[src/rtl/hazard_stall_control.sv]
// Pipeline hazard controller: load-use stalls, taken-branch flushes and data-memory
// wait freezes, with a saturating stall counter and a sticky memory-timeout flag.
package core_pkg;
    localparam logic [6:0] OPC_LOAD   = 7'h03;
    localparam logic [6:0] OPC_OPIMM  = 7'h13;
    localparam logic [6:0] OPC_STORE  = 7'h23;
    localparam logic [6:0] OPC_OP     = 7'h33;
    localparam logic [6:0] OPC_BRANCH = 7'h63;
    localparam logic [6:0] OPC_JALR   = 7'h67;
endpackage

module hazard_stall_control
    import core_pkg::*;
#(
    parameter int unsigned TIMEOUT = 255,
    parameter int unsigned CNT_W   = 16
) (
    input  logic             clk,
    input  logic             reset,
    input  logic [6:0]       if_id_opcode,
    input  logic [4:0]       if_id_rs1,
    input  logic [4:0]       if_id_rs2,
    input  logic [6:0]       id_ex_opcode,
    input  logic [4:0]       id_ex_dest,
    input  logic             ex_branch_taken,
    input  logic             ex_mem_mem_req,
    input  logic             dmem_rvalid,
    output logic             pc_write_en,
    output logic             if_id_write_en,
    output logic             id_ex_write_en,
    output logic             if_id_flush,
    output logic             id_ex_bubble,
    output logic             mem_wb_bubble,
    output logic [1:0]       fsm_state,
    output logic [CNT_W-1:0] stall_cycles,
    output logic             mem_timeout
);

    localparam logic [1:0] ST_RUN      = 2'd0;
    localparam logic [1:0] ST_LU_STALL = 2'd1;
    localparam logic [1:0] ST_MEM_WAIT = 2'd2;
    localparam logic [1:0] ST_FLUSH    = 2'd3;

    localparam int unsigned WAIT_W = (TIMEOUT < 2) ? 1 : $clog2(TIMEOUT + 1);

    logic [1:0]        state;
    logic [1:0]        next_state;
    logic [WAIT_W-1:0] wait_cnt;
    logic              uses_rs1;
    logic              uses_rs2;
    logic              load_use;
    logic              mem_stall;
    logic              branch;

    // Source-register usage of the instruction sitting in IF/ID
    always_comb begin
        uses_rs1 = 1'b0;
        uses_rs2 = 1'b0;
        case (if_id_opcode)
            OPC_OP, OPC_STORE, OPC_BRANCH: begin
                uses_rs1 = 1'b1;
                uses_rs2 = 1'b1;
            end
            OPC_OPIMM, OPC_LOAD, OPC_JALR: uses_rs1 = 1'b1;
            default: ;
        endcase
    end

    // A just-serviced stall/flush must not retrigger on the same frozen/flushed instruction
    assign load_use  = (id_ex_opcode == OPC_LOAD) && (id_ex_dest != 5'd0)
                     && ((uses_rs1 && (if_id_rs1 == id_ex_dest))
                      || (uses_rs2 && (if_id_rs2 == id_ex_dest)))
                     && (state != ST_LU_STALL);
    assign mem_stall = ex_mem_mem_req && !dmem_rvalid;
    assign branch    = ex_branch_taken && (state != ST_FLUSH);

    assign fsm_state = reset ? ST_RUN : state;

    // Next state and pipeline controls, priority mem_stall > branch > load_use
    always_comb begin
        next_state     = ST_RUN;
        pc_write_en    = 1'b1;
        if_id_write_en = 1'b1;
        id_ex_write_en = 1'b1;
        if_id_flush    = 1'b0;
        id_ex_bubble   = 1'b0;
        mem_wb_bubble  = 1'b0;
        if (mem_stall) begin
            next_state     = ST_MEM_WAIT;
            pc_write_en    = 1'b0;
            if_id_write_en = 1'b0;
            id_ex_write_en = 1'b0;
            mem_wb_bubble  = 1'b1;
        end else if (branch) begin
            next_state   = ST_FLUSH;
            if_id_flush  = 1'b1;
            id_ex_bubble = 1'b1;
        end else if (load_use) begin
            next_state     = ST_LU_STALL;
            pc_write_en    = 1'b0;
            if_id_write_en = 1'b0;
            id_ex_bubble   = 1'b1;
        end
        if (reset) begin
            pc_write_en    = 1'b0;
            if_id_write_en = 1'b0;
            id_ex_write_en = 1'b0;
            if_id_flush    = 1'b0;
            id_ex_bubble   = 1'b0;
            mem_wb_bubble  = 1'b0;
        end
    end

    // State, stall statistics and memory-wait watchdog
    always_ff @(posedge clk) begin
        if (reset) begin
            state        <= ST_RUN;
            stall_cycles <= '0;
            wait_cnt     <= '0;
            mem_timeout  <= 1'b0;
        end else begin
            state <= next_state;
            if (!pc_write_en && (stall_cycles != '1)) begin
                stall_cycles <= stall_cycles + CNT_W'(1);
            end
            if (state == ST_MEM_WAIT) begin
                if (wait_cnt != WAIT_W'(TIMEOUT)) begin
                    wait_cnt <= wait_cnt + WAIT_W'(1);
                end
                if (wait_cnt == WAIT_W'(TIMEOUT - 1)) begin
                    mem_timeout <= 1'b1;
                end
            end else begin
                wait_cnt <= '0;
            end
        end
    end

endmodule

[config.mk]
export PLATFORM = sky130hd
export DESIGN_NAME = hazard_stall_control
export DESIGN_NICKNAME = d
export VERILOG_FILES = /design/src/rtl/hazard_stall_control.sv
export SDC_FILE = /design/constraint.sdc
export NUM_CORES = 1
export LEC_CHECK = 0
export ABC_AREA = 0
export BUFFER_PORTS_ARGS = -buffer_cell sky130_fd_sc_hd__buf_2
export CORE_UTILIZATION = 44
export DETAILED_ROUTE_END_ITERATION = 7
export PLACE_DENSITY = 0.8
export SKIP_LAST_GASP = 1
export SLEW_MARGIN = 25
export SYNTH_ARGS = -nofsm -noshare
export SYNTH_HDL_FRONTEND = slang
export SYNTH_SLANG_ARGS = --single-unit
[constraint.sdc]
create_clock -name clk -period 2.15 [get_ports clk]
set_input_delay 0.43 -clock clk [delete_from_list [all_inputs] [get_ports clk]]
set_output_delay 0.43 -clock clk [all_outputs]
set_load 0.1 [all_outputs]
; ---- After elaboration in Yosys (flattened, before gate mapping)
; Cells that the tools add are included.
[op_classes]
add_sub_neg = 2
n_eq_ne = 15
mux = 21
bitwise = 1
n_reduce_logical = 17
[op_table]
columns = operator, count
row1 = $mux 1, 18
row2 = $add 16x1->16 const B, 1
row3 = $ne 16x16->1 const B, 1
row4 = $eq 7x2->1 const B, 2
row5 = $eq 7x6->1 const B, 2
row6 = $eq 7x7->1 const B, 2
row7 = $eq 5x5->1, 2
row8 = $add 8x1->8 const B, 1
row9 = $eq 8x8->1 const B, 1
row10 = $logic_and 1x1->1, 8
row11 = $ne 8x8->1 const B, 1
row12 = $eq 7x5->1 const B, 1
row13 = $mux 2, 3
row14 = $reduce_or 6->1, 1
row15 = $reduce_bool 5->1, 1
row16 = $reduce_or 2->1, 2
row17 = $reduce_or 3->1, 1
row18 = $eq 2x2->1 const B, 1
row19 = $logic_not 1->1, 2
row20 = $ne 2x1->1 const B, 1
row21 = $ne 2x2->1 const B, 1
row22 = $reduce_and 2->1, 1
row23 = $logic_or 1x1->1, 1
row24 = $not 1->1, 1
[totals]
register_bits = 27
out_inout_bits = 25
word_cells = 61

; ---- Logic depth before layout (Yosys ltp)
[logic_depth]
word_depth = 13
mapped_depth = 9
ltp_nobuf = 7

; ---- Worst setup path after synthesis
; OpenSTA, ideal clock, no wires.
[synth_timing]
kind = in2out
start = input if_id_opcode[5]
end = output pc_write_en
arrival_ns = 2.791
t_required_ns = 1.720
slack_ns = -1.071
path_stages = 8
cell_sequence = and3b_1 -> o211ai_1 -> o22ai_1 -> a31o_2 -> inv_2 -> buf_2 -> buf_1 -> buf_4
[synth_via]
elab_chain_len = 11
[synth_lines]
columns = element, line_no
row1 = start: declaration, 20  ; input logic [6:0] if_id_opcode,
row2 = "$eq 7x6->1, or another cell as far along", 59  ; case (if_id_opcode)
row3 = $reduce_or 6->1 (no line) or $reduce_or 3->1 (tied branches), --
row4 = $mux 1, 59
row5 = $logic_and 1x1->1 (on tied branches), "71, 72"
row6 = $logic_or 1x1->1 (*), 72  ; || (uses_rs2 && (if_id_rs2 == id_ex_dest)))
row7 = $logic_and 1x1->1 (*), 71  ; && ((uses_rs1 && (if_id_rs1 == id_ex_dest))
row8 = $logic_and 1x1->1 (*), 73  ; && (state != ST_LU_STALL);
row9 = $mux 1 (*) (4 in a row), --
row10 = end: declaration, 28  ; output logic pc_write_en,
; Every way passes the cells marked *; elsewhere a longest branch is shown, timed or not.

; ---- Worst setup path in the final report
[layout_timing]
start = input if_id_opcode[3]
end = output pc_write_en
[layout_via]
elab_chain_len = 11
[layout_lines]
columns = element, line_no
row1 = "$eq 7x6->1, or another cell as far along", 59
row2 = $reduce_or 6->1 (no line) or $reduce_or 3->1 (tied branches), --
row3 = $mux 1, 59
row4 = $logic_and 1x1->1 (on tied branches), "71, 72"
row5 = $logic_or 1x1->1 (*), 72
row6 = $logic_and 1x1->1 (*), 71
row7 = $logic_and 1x1->1 (*), 73
row8 = $mux 1 (*), 98  ; end else if (load_use) begin
row9 = $mux 1 (*), 94  ; end else if (branch) begin
row10 = $mux 1 (*), 88  ; if (mem_stall) begin
row11 = $mux 1 (*), 104  ; if (reset) begin
; Marks and branches as above.

==> qor.txt <==
==========================================================================================
Post-route worst setup slack ................................................    -0.160 ns
Number of enable-type register cells in the synthesized netlist .............            0
Worst Tran Pin Value ........................................................     0.492 ns
Min-Delay Path Class ........................................................   reg -> reg
Cell total after placement ..................................................          293
Relative max-transition margin ..............................................        67.4%
Vias in the first global route ..............................................         1403
Final net count .............................................................          294
Netlist cell types ..........................................................           39
Global-route wire length before repair ......................................      5.94 mm
Type of the worst setup path ................................................    in -> out
Number of standard-cell rows in the floorplan ...............................           21
Post-synth top area share ...................................................        35.2%
Final core occ ..............................................................        65.9%
Initial core utilization ....................................................        46.1%
Final period utilization ....................................................         107%
Detailed placer's ending HPWL ...............................................      2.75 mm
Worst-Skew Late Latency .....................................................      0.33 ns
Total via count after detailed routing ......................................         1697
Final instance area ......................................................... 0.00220 sq mm
Hold_buf cts ................................................................            0
Run status .................................................................. finished, violations left
Ranking of synthesized cells by area ........................................ sky130_fd_sc_hd__dfxtp_1, sky130_fd_sc_hd__a21oi_1, sky130_fd_sc_hd__xnor2_1
Total of flip-flops plus latches after synthesis ............................           27
Detail Route met2 WL ........................................................      1.90 mm
Synthesized area ............................................................ 0.00154 sq mm
Root buffer cell ............................................................ sky130_fd_sc_hd__clkbuf_4
Met3 wire len ...............................................................       140 um
Post-placement setup slack ..................................................    -0.250 ns
Proportion of layout cells with a drive suffix above 1 ......................        41.8%
Net count of the mapped netlist .............................................          226
Inserted Diodes .............................................................            0
H-tree depth ................................................................            1
Highest routing layer actually used .........................................         met4
Element type at the critical path end .......................................  output port
Total die area .............................................................. 0.00374 sq mm
Number of top-level pins ....................................................           59
Routability Congestion ......................................................        0.808
Post-route DRC ..............................................................            0
Number of sinks driven by the clock tree ....................................           27
Clock skew ..................................................................   0.00411 ns
Initial antenna violation count .............................................            0
Avg Vias per Cell ...........................................................         5.62
Maximum number of pins on one net before global-route repair ................           23
Most frequently used cell type in the post-synthesis netlist ................ sky130_fd_sc_hd__dfxtp_1
Setup repair after global routing missed its margin .........................          yes
Cts bufs inserted ...........................................................            3
Total Power Consumption .....................................................      1.01 mW
Total count of hold-check failures in the final report ......................            0
Wirelength per Cell .........................................................      13.0 um
Avg Inst Size Synth .........................................................   8.14 sq um
Sequential element share of the synthesized area ............................        35.2%
Total global routing track utilization ......................................        20.9%
Synth warn ..................................................................            0
Async set-or-reset flop fraction in the synthesized netlist .................           0%
Syn-to-layout area delta ....................................................        43.0%
Worst vdd ir ................................................................       225 uV
Aggregate routed wire length ................................................      3.93 mm
Global-route congestion overflow total ......................................            0
Count of nets left with antenna violations after detail routing .............            0
Leakage power figure ........................................................     0.885 nW
Post-synthesis cell type with the largest combined area ..................... sky130_fd_sc_hd__dfxtp_1
Core ar. .................................................................... 0.00334 sq mm
Tmin final ..................................................................      2.31 ns
Total power per unit cell area ..............................................  458 mW/mm^2
Number of iterations in the first detailed-routing pass .....................            4
Cell area after placement ................................................... 0.00208 sq mm
Clock tree from TritonCTS ...................................................        built
Most frequent cells after synthesis ......................................... sky130_fd_sc_hd__dfxtp_1, sky130_fd_sc_hd__a21oi_1, sky130_fd_sc_hd__nor2_1
Max-cap check violation count ...............................................            0
Violations in the final reports ............................................. setup timing
Maximum buffer depth of the clock tree ......................................            2
Overall die height ..........................................................      61.1 um
Kind of launch point of the worst setup path ................................   input port
Largest fanout on the critical path .........................................            2
Quantity of I/O buffers inserted on ports ...................................           58
Post-Route M1 WL ............................................................      1.81 mm
Endpoint arrival time on the critical path ..................................      1.88 ns
Horiz. Die Dim ..............................................................      61.1 um
Clock edge transition at the registers on the reported setup and hold paths .      0.14 ns
Endpoints failing setup .....................................................            4
Max Clk Rate ................................................................      433 MHz
Setup TNS after final layout ................................................    -0.456 ns
Data required time of the worst path ........................................      1.72 ns
Primary FF master, synth .................................................... sky130_fd_sc_hd__dfxtp_1
Pins Over Slew Limit ........................................................            0
Cell count after synthesis ..................................................          189
DR iter-0 viols .............................................................           77
Non-filler cells, final .....................................................          302
Final hold slack ............................................................     0.484 ns
==========================================================================================
==> critical path, stage by stage <==
cell,delay [ns]
sky130_fd_sc_hd__buf_6,0.10
sky130_fd_sc_hd__nor4bb_4,0.27
sky130_fd_sc_hd__o2111ai_2,0.18
sky130_fd_sc_hd__a211oi_2,0.29
sky130_fd_sc_hd__a31o_2,0.28
sky130_fd_sc_hd__inv_8,0.05
sky130_fd_sc_hd__buf_12,0.12
sky130_fd_sc_hd__buf_12,0.15
==> power breakdown <==
part | total (mW) | leakage (nW) | switching [mW] | internal (mW)
clock | 0.224 | 0.0150 | 0.151 | 0.0728
sequential | 0.513 | 0.228 | 0.00999 | 0.503
combinational | 0.269 | 0.642 | 0.166 | 0.104
total | 1.01 | 0.885 | 0.327 | 0.679
==> metal layers <==
| layer | track usage [%] | vias to the layer above |
|---|---|---|
| li1 | - | 839 |
| met1 | 28.0 | 799 |
| met2 | 33.7 | 52 |
| met3 | 2.52 | 7 |
| met4 | 9.42 | 0 |
| met5 | 0 | - |
==> kinds of logic after synthesis <==
group	after synthesis	synth area share (%)
compound gates	46	19.1
xor+xnor	14	7.97
fa+ha+maj	3	2.44
buf+inv	16	4.80
flops	27	35.2
mux	1	0.732
simple gates	82	29.8
==> state kept, by name, indices dropped and copies added, names as in the netlist <==
name	count
state	2
mem_timeout	1
wait_cnt	8
stall_cycles	16
==> path summary, 6_finish.rpt <==
| check | startpoint | depth (start not counted) | slack [ns] | to |
|---|---|---|---|---|
| worst max register to register | state[0] | 8 | 0.04 | stall_cycles[8] |
| worst min register to register | mem_timeout | 2 | 0.48 | mem_timeout |
| worst min-delay path | mem_timeout | 2 | 0.48 | mem_timeout |
| worst max-delay path | if_id_opcode[3] | 8 | -0.16 | pc_write_en |
==> layout make-up <==
| cell class | count | area (sq um) |
|---|---|---|
| sequential | 27 | 576 |
| fill | 295 | 1140 |
| tap | 46 | 57.6 |
| timing repair inverter | 1 | 6.26 |
| timing repair buffer | 72 | 514 |
| multi-input combinational | 146 | 988 |
| inverter | 6 | 30.0 |
| clock buffer | 4 | 26.3 |
==> cell usage in the layout, fill, tap and decap left out, types with 3 or more instances in the layout <==
cell type                   n
sky130_fd_sc_hd__and3_1     6
sky130_fd_sc_hd__nand4_1    3
sky130_fd_sc_hd__buf_4     12
sky130_fd_sc_hd__or4_1     10
sky130_fd_sc_hd__nor2_2     3
sky130_fd_sc_hd__dfxtp_4    6
sky130_fd_sc_hd__nand2_1   10
sky130_fd_sc_hd__nand2b_1   3
sky130_fd_sc_hd__a21oi_1   20
sky130_fd_sc_hd__clkbuf_4   3
sky130_fd_sc_hd__nand3_1   14
sky130_fd_sc_hd__nand4b_1   4
sky130_fd_sc_hd__buf_12     7
sky130_fd_sc_hd__a211oi_1   4
sky130_fd_sc_hd__dfxtp_2   10
sky130_fd_sc_hd__nor2_1    14
sky130_fd_sc_hd__xnor2_1   12
sky130_fd_sc_hd__ha_1       3
sky130_fd_sc_hd__dfxtp_1   11
sky130_fd_sc_hd__inv_1      5
sky130_fd_sc_hd__o31ai_1   11
sky130_fd_sc_hd__buf_6      3
sky130_fd_sc_hd__buf_2     50
==> timing repair <==
action | 4_1_cts | 5_1_grt
gates resized for setup | 6 | 6
pin swaps | 4 | 6
endpoints found under the setup margin | 3 | 9
gates cloned | 1 | 0
buffers inserted | 3 | 1
No activity file was read; power rests on OpenSTA's default activity.
